==> config.mk <==
export PLATFORM = sky130hd
export DESIGN_NAME = hbridge_multi_ctrl
export DESIGN_NICKNAME = d
export VERILOG_FILES = /design/src/rtl/hbridge_multi_ctrl.sv
export SDC_FILE = /design/constraint.sdc
export NUM_CORES = 1
export LEC_CHECK = 0
export CAP_MARGIN = 20
export CORE_MARGIN = 4
export CORE_UTILIZATION = 35
export CTS_CLUSTER_DIAMETER = 120
export CTS_CLUSTER_SIZE = 40
export DETAILED_ROUTE_END_ITERATION = 6
export GPL_ROUTABILITY_DRIVEN = 0
export HOLD_SLACK_MARGIN = 0.15
export SLEW_MARGIN = 5
export SYNTH_ARGS = -nofsm -noshare
export SYNTH_HDL_FRONTEND = slang
export SYNTH_SLANG_ARGS = --single-unit
==> constraint.sdc <==
create_clock -name clk -period 6.4 [get_ports clk]
set_clock_uncertainty 0.2 [all_clocks]
set_input_delay 1.28 -clock clk [delete_from_list [all_inputs] [get_ports clk]]
set_output_delay 1.28 -clock clk [all_outputs]
set_load 0.02 [all_outputs]
==> src/rtl/hbridge_multi_ctrl.sv <==
// Multi-channel L298N-style H-bridge driver with a shared PWM timebase, per-channel
// direction, coast dead time on reversal and active brake. Define HBRIDGE_RAMP_EN for soft ramps.
module hbridge_multi_ctrl #(
   parameter int CHANNELS   = 2,
   parameter int SPEED_W    = 8,
   parameter int PWM_PERIOD = 25000,
   parameter int RAMP_DIV   = 1000,
   parameter int DEAD_CYC   = 50000
) (
   input  logic                          clk,
   input  logic                          reset_n,
   input  logic [CHANNELS-1:0]           enable,
   input  logic [CHANNELS-1:0]           dir,
   input  logic [CHANNELS-1:0]           brake,
   input  logic [CHANNELS*SPEED_W-1:0]   speed,
   output logic [CHANNELS-1:0]           in1,
   output logic [CHANNELS-1:0]           in2,
   output logic [CHANNELS-1:0]           pwm_out,
   output logic [CHANNELS-1:0]           busy,
   output logic [CHANNELS*SPEED_W-1:0]   cur_speed
);

   localparam int CNT_W  = (PWM_PERIOD > 1) ? $clog2(PWM_PERIOD) : 1;
   localparam int PROD_W = SPEED_W + CNT_W;
   localparam int DEAD_W = (DEAD_CYC > 1) ? $clog2(DEAD_CYC) : 1;

   localparam logic [SPEED_W-1:0] SPEED_MAX = '1;
   localparam logic [CNT_W-1:0]   CNT_LAST  = CNT_W'(PWM_PERIOD - 1);
   localparam logic [PROD_W-1:0]  PERIOD_P  = PROD_W'(PWM_PERIOD);
   localparam logic [DEAD_W-1:0]  DEAD_LAST = DEAD_W'(DEAD_CYC - 1);

   localparam logic [2:0] ST_IDLE  = 3'd0;
   localparam logic [2:0] ST_RUN   = 3'd1;
   localparam logic [2:0] ST_STOP  = 3'd2;
   localparam logic [2:0] ST_DEAD  = 3'd3;
   localparam logic [2:0] ST_BRAKE = 3'd4;

   logic [CNT_W-1:0] pwm_cnt;

   always_ff @(posedge clk or negedge reset_n) begin
      if (!reset_n)
         pwm_cnt <= '0;
      else if (pwm_cnt == CNT_LAST)
         pwm_cnt <= '0;
      else
         pwm_cnt <= pwm_cnt + 1'b1;
   end

`ifdef HBRIDGE_RAMP_EN
   localparam int RDIV_W = (RAMP_DIV > 1) ? $clog2(RAMP_DIV) : 1;

   logic [RDIV_W-1:0] ramp_cnt;
   logic              ramp_tick;

   assign ramp_tick = (ramp_cnt == RDIV_W'(RAMP_DIV - 1));

   always_ff @(posedge clk or negedge reset_n) begin
      if (!reset_n)
         ramp_cnt <= '0;
      else if (ramp_tick)
         ramp_cnt <= '0;
      else
         ramp_cnt <= ramp_cnt + 1'b1;
   end
`endif

   for (genvar k = 0; k < CHANNELS; k++) begin : g_ch
      logic [2:0]         state, nxt_state;
      logic               dir_l, nxt_dir_l;
      logic               rev, nxt_rev;
      logic [SPEED_W-1:0] cur, nxt_cur, tgt;
      logic [DEAD_W-1:0]  dead_cnt, nxt_dead_cnt;
      logic [PROD_W-1:0]  thr;
      logic               in1_r, in2_r, pwm_r;

      assign tgt = speed[k*SPEED_W +: SPEED_W];
      // Full-width product so the duty threshold keeps every bit before the shift.
      assign thr = (PROD_W'(cur) * PERIOD_P) >> SPEED_W;

      always_comb begin
         nxt_state    = state;
         nxt_dir_l    = dir_l;
         nxt_rev      = rev;
         nxt_cur      = cur;
         nxt_dead_cnt = dead_cnt;
         case (state)
            ST_IDLE: begin
               nxt_cur = '0;
               if (brake[k])
                  nxt_state = ST_BRAKE;
               else if (enable[k]) begin
                  nxt_state = ST_RUN;
                  nxt_dir_l = dir[k];
               end
            end
            ST_RUN: begin
               if (brake[k])
                  nxt_state = ST_BRAKE;
               else if (!enable[k])
                  nxt_state = ST_STOP;
               else if (dir[k] != dir_l) begin
                  nxt_state = ST_STOP;
                  nxt_rev   = 1'b1;
               end else begin
`ifdef HBRIDGE_RAMP_EN
                  if (ramp_tick && (cur < tgt))
                     nxt_cur = cur + 1'b1;
                  else if (ramp_tick && (cur > tgt))
                     nxt_cur = cur - 1'b1;
`else
                  nxt_cur = tgt;
`endif
               end
            end
            ST_STOP: begin
               if (brake[k])
                  nxt_state = ST_BRAKE;
               else if (enable[k] && (dir[k] == dir_l) && !rev)
                  nxt_state = ST_RUN;
`ifdef HBRIDGE_RAMP_EN
               else if (cur == '0) begin
                  nxt_state    = rev ? ST_DEAD : ST_IDLE;
                  nxt_dead_cnt = '0;
               end else if (ramp_tick)
                  nxt_cur = cur - 1'b1;
`else
               else begin
                  nxt_cur      = '0;
                  nxt_state    = rev ? ST_DEAD : ST_IDLE;
                  nxt_dead_cnt = '0;
               end
`endif
            end
            ST_DEAD: begin
               // Direction is sampled only at the end, so toggles during coast do not restart it.
               if (brake[k])
                  nxt_state = ST_BRAKE;
               else if (dead_cnt == DEAD_LAST) begin
                  nxt_dir_l = dir[k];
                  nxt_rev   = 1'b0;
                  nxt_state = enable[k] ? ST_RUN : ST_IDLE;
               end else
                  nxt_dead_cnt = dead_cnt + 1'b1;
            end
            ST_BRAKE: begin
               if (!brake[k])
                  nxt_state = ST_IDLE;
            end
            default: nxt_state = ST_IDLE;
         endcase
         if (nxt_state == ST_BRAKE) begin
            nxt_cur = '0;
            nxt_rev = 1'b0;
         end
      end

      // Pins are derived from the next state so they switch on the same edge as the FSM.
      always_ff @(posedge clk or negedge reset_n) begin
         if (!reset_n) begin
            state    <= ST_IDLE;
            dir_l    <= 1'b0;
            rev      <= 1'b0;
            cur      <= '0;
            dead_cnt <= '0;
            in1_r    <= 1'b0;
            in2_r    <= 1'b0;
            pwm_r    <= 1'b0;
         end else begin
            state    <= nxt_state;
            dir_l    <= nxt_dir_l;
            rev      <= nxt_rev;
            cur      <= nxt_cur;
            dead_cnt <= nxt_dead_cnt;
            case (nxt_state)
               ST_RUN, ST_STOP: begin
                  in1_r <= nxt_dir_l;
                  in2_r <= ~nxt_dir_l;
                  pwm_r <= (cur == SPEED_MAX) || (PROD_W'(pwm_cnt) < thr);
               end
               ST_BRAKE: begin
                  in1_r <= 1'b1;
                  in2_r <= 1'b1;
                  pwm_r <= 1'b1;
               end
               default: begin
                  in1_r <= 1'b0;
                  in2_r <= 1'b0;
                  pwm_r <= 1'b0;
               end
            endcase
         end
      end

      assign in1[k]     = in1_r;
      assign in2[k]     = in2_r;
      assign pwm_out[k] = pwm_r;
      assign busy[k]    = (state == ST_STOP) || (state == ST_DEAD) ||
                          ((state == ST_RUN) && (cur != tgt));
      assign cur_speed[k*SPEED_W +: SPEED_W] = cur;
   end

endmodule

* After elaboration in Yosys (flattened, before gate mapping) *
Index checks and enable logic that the tools add are counted.

storage, ports and cells
  logic and storage cells = 186
  ROM bits = 0
  memories kept = 0
  RAM bits = 0
  output and inout bits = 24
  bits in latches = 0
  input port bits = 24
  register bits after elaboration = 79

cells by class
  magnitude comparators = 2
  shift operators = 0
  multiplexer cells = 81
  bitwise operators = 2
  equal/unequal tests = 49
  add/sub/neg operators = 3
  multipliers = 2
  div/mod/pow operators = 0
  reductions and logical operators = 30

operator list
  kind                                                  count
  two-way mux 16 bit                                    8
  two-way mux 8 bit                                     12
  one-hot mux 16 bit (2 select lines)                   2
  two-way mux 3 bit                                     18
  != test 3 bit (second input constant)                 16
  one-hot mux 8 bit (3 select lines)                    2
  multiplier 8 x 12 -> 20 bit (second input constant)   2
  adder 16 x 1 -> 16 bit (second input constant)        2
  equality test 16 bit (second input constant)          2
  < comparator 15 bit                                   2
  one-hot mux 3 bit (5 select lines)                    2
  AND reduction 6 bit                                   4
  two-way mux 1 bit                                     22
  one-hot mux 1 bit (2 select lines)                    10
  equality test 3 x 2 -> 1 bit (second input constant)  6
  equality test 8 bit (second input constant)           2
  != test 2 bit (second input constant)                 8
  != test 8 bit                                         2
  adder 15 x 1 -> 15 bit (second input constant)        1
  equality test 15 bit (second input constant)          1
  two-way mux 15 bit                                    1
  equality test 3 x 1 -> 1 bit (second input constant)  4
  equality test 3 bit (second input constant)           4
  AND reduction 5 bit                                   2
  12 further kinds                                      34

* Logic depth before layout (Yosys ltp) *
  depth after elaboration = 9
  mapped depth = 19
  gate-level depth less buffers = 19

* Worst setup path before layout *
OpenSTA, ideal clock, no wires.

  path type = register -> register
  start = register g_ch[0].cur[2]
  end = register g_ch[0].pwm_r
  buffers on the path = 0
  arrival = 4.715 ns
  library setup time = 0.082 ns
  clock period less this slack = 4.997 ns
  cell stages (with the launch flop) = 19
  setup slack = 1.403 ns
  data required time = 6.118 ns
  cell sequence = dfrtp_1 > ha_1 > ha_1 > inv_1 > fa_1 > inv_1 > fa_1 > ha_1 > a21o_1 > a31o_2 > a21boi_0 > xnor2_1 > ha_1 > a21o_1 > a211o_1 > a41oi_1 > o31ai_1 > a221o_1 > a31oi_1

on the way
  cells in the longest elaborated chain, start to end = 4
  elaborated cells on any way between the ends = 5
  those cells by class = 1 x mul; 1 x order compare; 1 x eq/ne; 1 x mux; 1 x reduce/logical

RTL lines
  item                                  line  RTL
  from (decl)                           71    logic [SPEED_W-1:0] cur, nxt_cur, tgt;
  from (signal assigned)                172   cur <= nxt_cur;
  multiplier 8 x 12 -> 20 bit           78    assign thr = (PROD_W'(cur) * PERIOD_P) >> SPEED_W;
  < comparator 15 bit                   178   pwm_r <= (cur == SPEED_MAX) || (PROD_W'(pwm_cnt) < thr);
  logical OR 1 bit *                    178
  one-hot mux 1 bit (2 select lines) *  174   case (nxt_state)
  to (signal assigned)                  178
  to (decl)                             74    logic in1_r, in2_r, pwm_r;

Mark *: on every way between the ends. The rest lies on a longest branch, timed or not.
A chain may end at the register's enable or synchronous reset.

* Final worst setup path *
  start = register g_ch[1].cur[4]
  end = register g_ch[1].pwm_r

on the way
  cells in the longest elaborated chain, start to end = 4
  elaborated cells on any way between the ends = 5
  those cells by class = 1 x mul; 1 x order compare; 1 x eq/ne; 1 x mux; 1 x reduce/logical

RTL lines
  item                                  line
  from (decl)                           71
  from (signal assigned)                172
  multiplier 8 x 12 -> 20 bit           78
  < comparator 15 bit                   178
  logical OR 1 bit *                    178
  one-hot mux 1 bit (2 select lines) *  174
  to (signal assigned)                  178
  to (decl)                             74

Marked as above.

==> impl_metrics.tcl <==
set metrics [dict create \
    netlist_top_cells_area "dfrtp_1 (26%), ha_1 (22%), fa_1 (6.4%)" \
    syn-num-nets 975 \
    ir_worst_vdd_v 0.00009474 \
    hold_end "g_ch[1].dead_cnt[0]" \
    rrSetupSlack_ns 1.18 \
    async_flop_share 1.000 \
    ys.flop_type "dfrtp_1" \
    setup-tns-final_ns 0 \
    cts_tree "built" \
    synth_cells 796 \
    port_buffers 47 \
    synth_area_um2 7515 \
    core_um2 21090 \
    finalPower_w 0.001242 \
    critPathKind "reg -> reg" \
    cap_violations 0 \
    fin_crit_ns 5.216 \
    clockBufferDepth 2 \
    post_cts_buffers 0 \
    ys_seq_area_frac 0.2631 \
    rows 53 \
    max_slew.worst_pin.slew_ns 0.9363 \
    dp_hpwl_um 12160 \
    p_per_area_nw_per_um2 145.5 \
    r2r-start "g_ch[1].cur[4]" \
    totalWireLength_um 15710 \
    drv_slew 0 \
    hold_slack_ns 0.3073 \
    final_cells 1117 \
    drcViolationCount 0 \
    syn_area_per_cell_um2 9.441 \
    area.growth.synth_to_final_pct 13.60 \
    diodes 0 \
    ctsResizeCount 0 \
    cts_max_level 3 \
    rsz0062_at_grt "false" \
    grt_max_degree 80 \
    synth-seq-cells 79 \
    min_from "g_ch[1].dead_cnt[0]" \
    r2r-end "g_ch[1].pwm_r" \
    io_pins 48 \
    cp-end-kind "flip-flop" \
    path_buf_inv 2 \
    yosysMostFrequentCell "ha_1" \
    clk_pin_slew_worst_paths_ns 0.06 \
    synth_top_area_share 0.2631 \
    cts-root-buf "clkbuf_16" \
    critPathArrivalTime_ns 5.29 \
    slew_headroom 0.3735 \
    cts_buffers 9 \
    clock-sinks 79 \
    antenna_found_initial 0 \
    crit_chain "ha_1, ha_1, inv_1, fa_1, inv_1, fa_1, ha_1, and3_1, a221o_1, o31ai_2, a31oi_1, a21oi_1, xor2_1, ha_1, a21o_1, a21oi_1, nor2b_1, o21ai_0, o211a_1" \
    synth_edf_count 0 \
    slowest_stage "fa_1" \
    dr.pass1.iters 4 \
    clkLatencyLatePin_ns 0.34 \
    via_count 5795 \
    yosysUniqueCellTypes 66 \
    crit_top_cell "ha_1" \
    synthTopCellsByCount "ha_1 (131), dfrtp_1 (79), nor2_1 (74), nand2_1 (53), xor2_1 (50)" \
    cp_top_family "adder cells" \
    hold_class "reg -> reg" \
    die_w_um 154.5 \
    layout.nets 1016 \
    max_freq_ghz 0.1917 \
    nFillCells 2091 \
    cpPeakStageDelay_ns 0.49 \
    min_path_cells 1 \
    start_util 0.3564 \
    die-height_um 154.5 \
    critical_path_required_ns 6.47 \
    worstSetupStartpointType "flip-flop" \
    reg2regPathDepth 19 \
    grt_pass1_vias 5888 \
    dieArea_um2 23880 \
    post-route-period-util 0.8150 \
    cellLeakagePower_nw 4.306 \
    yosys_warnings 0 \
    yosys.area.top_type "dfrtp_1" \
    wl_per_cell_um 14.06 \
    grtUsageTotal 0.1390 \
    hold_viol 0 \
    dp_cells 1100 \
    status "complete, no violations" \
    initialDrtViolationCount 278 \
    grt-ovfl-total 0 \
    drive_above_1_share 0.04276 \
    path_max_fanout 7 \
    ant_nets 0 \
    postCtsHoldBufs 0 \
    grt_pass1_wl_um 28200 \
    viasPerCell 5.188 \
    setup_viol 0 \
]
[power by group]
group	switching (W)	internal, W	leakage, nW
Combinational	0.000114	0.0000943	3.11
Sequential	0.0000270	0.000520	1.06
Clock	0.000203	0.000283	0.136
[layout make-up]
type | count | area (um2) | share of cell area
Clock buffer | 13 | 260.3 | 0.03049
Clock inverter | 3 | 17.52 | 0.002052
Inverter | 38 | 142.6 | 0.01671
Multi-Input combinational cell | 660 | 5293 | 0.6200
Sequential cell | 79 | 1977 | 0.2316
Tap cell | 275 | 344.1 | 0.04030
Timing Repair Buffer | 49 | 503.0 | 0.05892
[stage by stage]
| stage | setup WS (ns) | area [um2] | util |
|---|---|---|---|
| after global placement | 1.259 | 8232 | 0.3904 |
| final | 1.184 | 8537 | 0.4048 |
| after CTS | 1.169 | 8509 | 0.4035 |
| after floorplan | 1.403 | 7515 | - |
| after global routing | 0.7916 | 8537 | 0.4048 |
| after detailed placement | 1.195 | 8232 | 0.3904 |
[cell usage in the layout (no fill, tap or decap), types with 4 or more instances in the layout]
| master | n |
|---|---|
| nor4_1 | 6 |
| fa_1 | 24 |
| clkdlybuf4s50_1 | 46 |
| o21bai_1 | 5 |
| and3_1 | 11 |
| nor4bb_1 | 4 |
| a21oi_1 | 48 |
| nand2_1 | 53 |
| mux2i_1 | 10 |
| a31oi_1 | 7 |
| and4_1 | 7 |
| nor2b_1 | 10 |
| or3_1 | 7 |
| and2_1 | 5 |
| o31ai_1 | 6 |
| nor3_1 | 11 |
| o21ai_0 | 34 |
| dfrtp_1 | 79 |
| clkbuf_16 | 9 |
| o21a_1 | 4 |
| xnor2_1 | 31 |
| or2_2 | 5 |
| nand3_1 | 27 |
| a21boi_0 | 4 |
| xor2_1 | 50 |
| nand4_1 | 16 |
| nor2_1 | 74 |
| a21o_1 | 18 |
| inv_1 | 38 |
| ha_1 | 131 |
[per-layer routing]
layer / global-route usage / vias up / share of wire
met5: 0 / - / 0
met4: 0.03490 / 0 / 0.012
met3: 0.02266 / 14 / 0.021
met2: 0.2207 / 53 / 0.46
met1: 0.1981 / 2775 / 0.50
li1: - / 2953 / -
[state kept, by name, indices dropped and copies added, names as in the netlist]
name and cells:
g_ch.cur 16, g_ch.in2_r 2, g_ch.rev 2, g_ch.dead_cnt 32, g_ch.dir_l 2, g_ch.in1_r 2
g_ch.state 6, g_ch.pwm_r 2, pwm_cnt 15
[cell families (layout without fill, tap and decap cells)]
kind of cell	count (synthesis)	count (layout)	synth area share
xor+xnor	82	82	0.09657
simple gates	250	250	0.1682
mux	13	13	0.01782
buf+inv	57	103	0.03263
flops	79	79	0.2631
compound gates	160	160	0.1397
fa+ha+maj	155	155	0.2821
[worst max-delay path by stage]
stage                                to  cells after the start      startpoint  slack [ns]
after global routing      g_ch[1].pwm_r                     19  g_ch[1].cur[4]        0.79
after CTS                 g_ch[0].pwm_r                     18  g_ch[0].cur[2]        1.17
after detailed placement  g_ch[0].pwm_r                     18  g_ch[0].cur[2]        1.19
after floorplan           g_ch[0].pwm_r                     18  g_ch[0].cur[2]        1.40
final                     g_ch[1].pwm_r                     19  g_ch[1].cur[4]        1.18
after global placement    g_ch[0].pwm_r                     18  g_ch[0].cur[2]        1.26
Power figures use the tool's default switching activity.
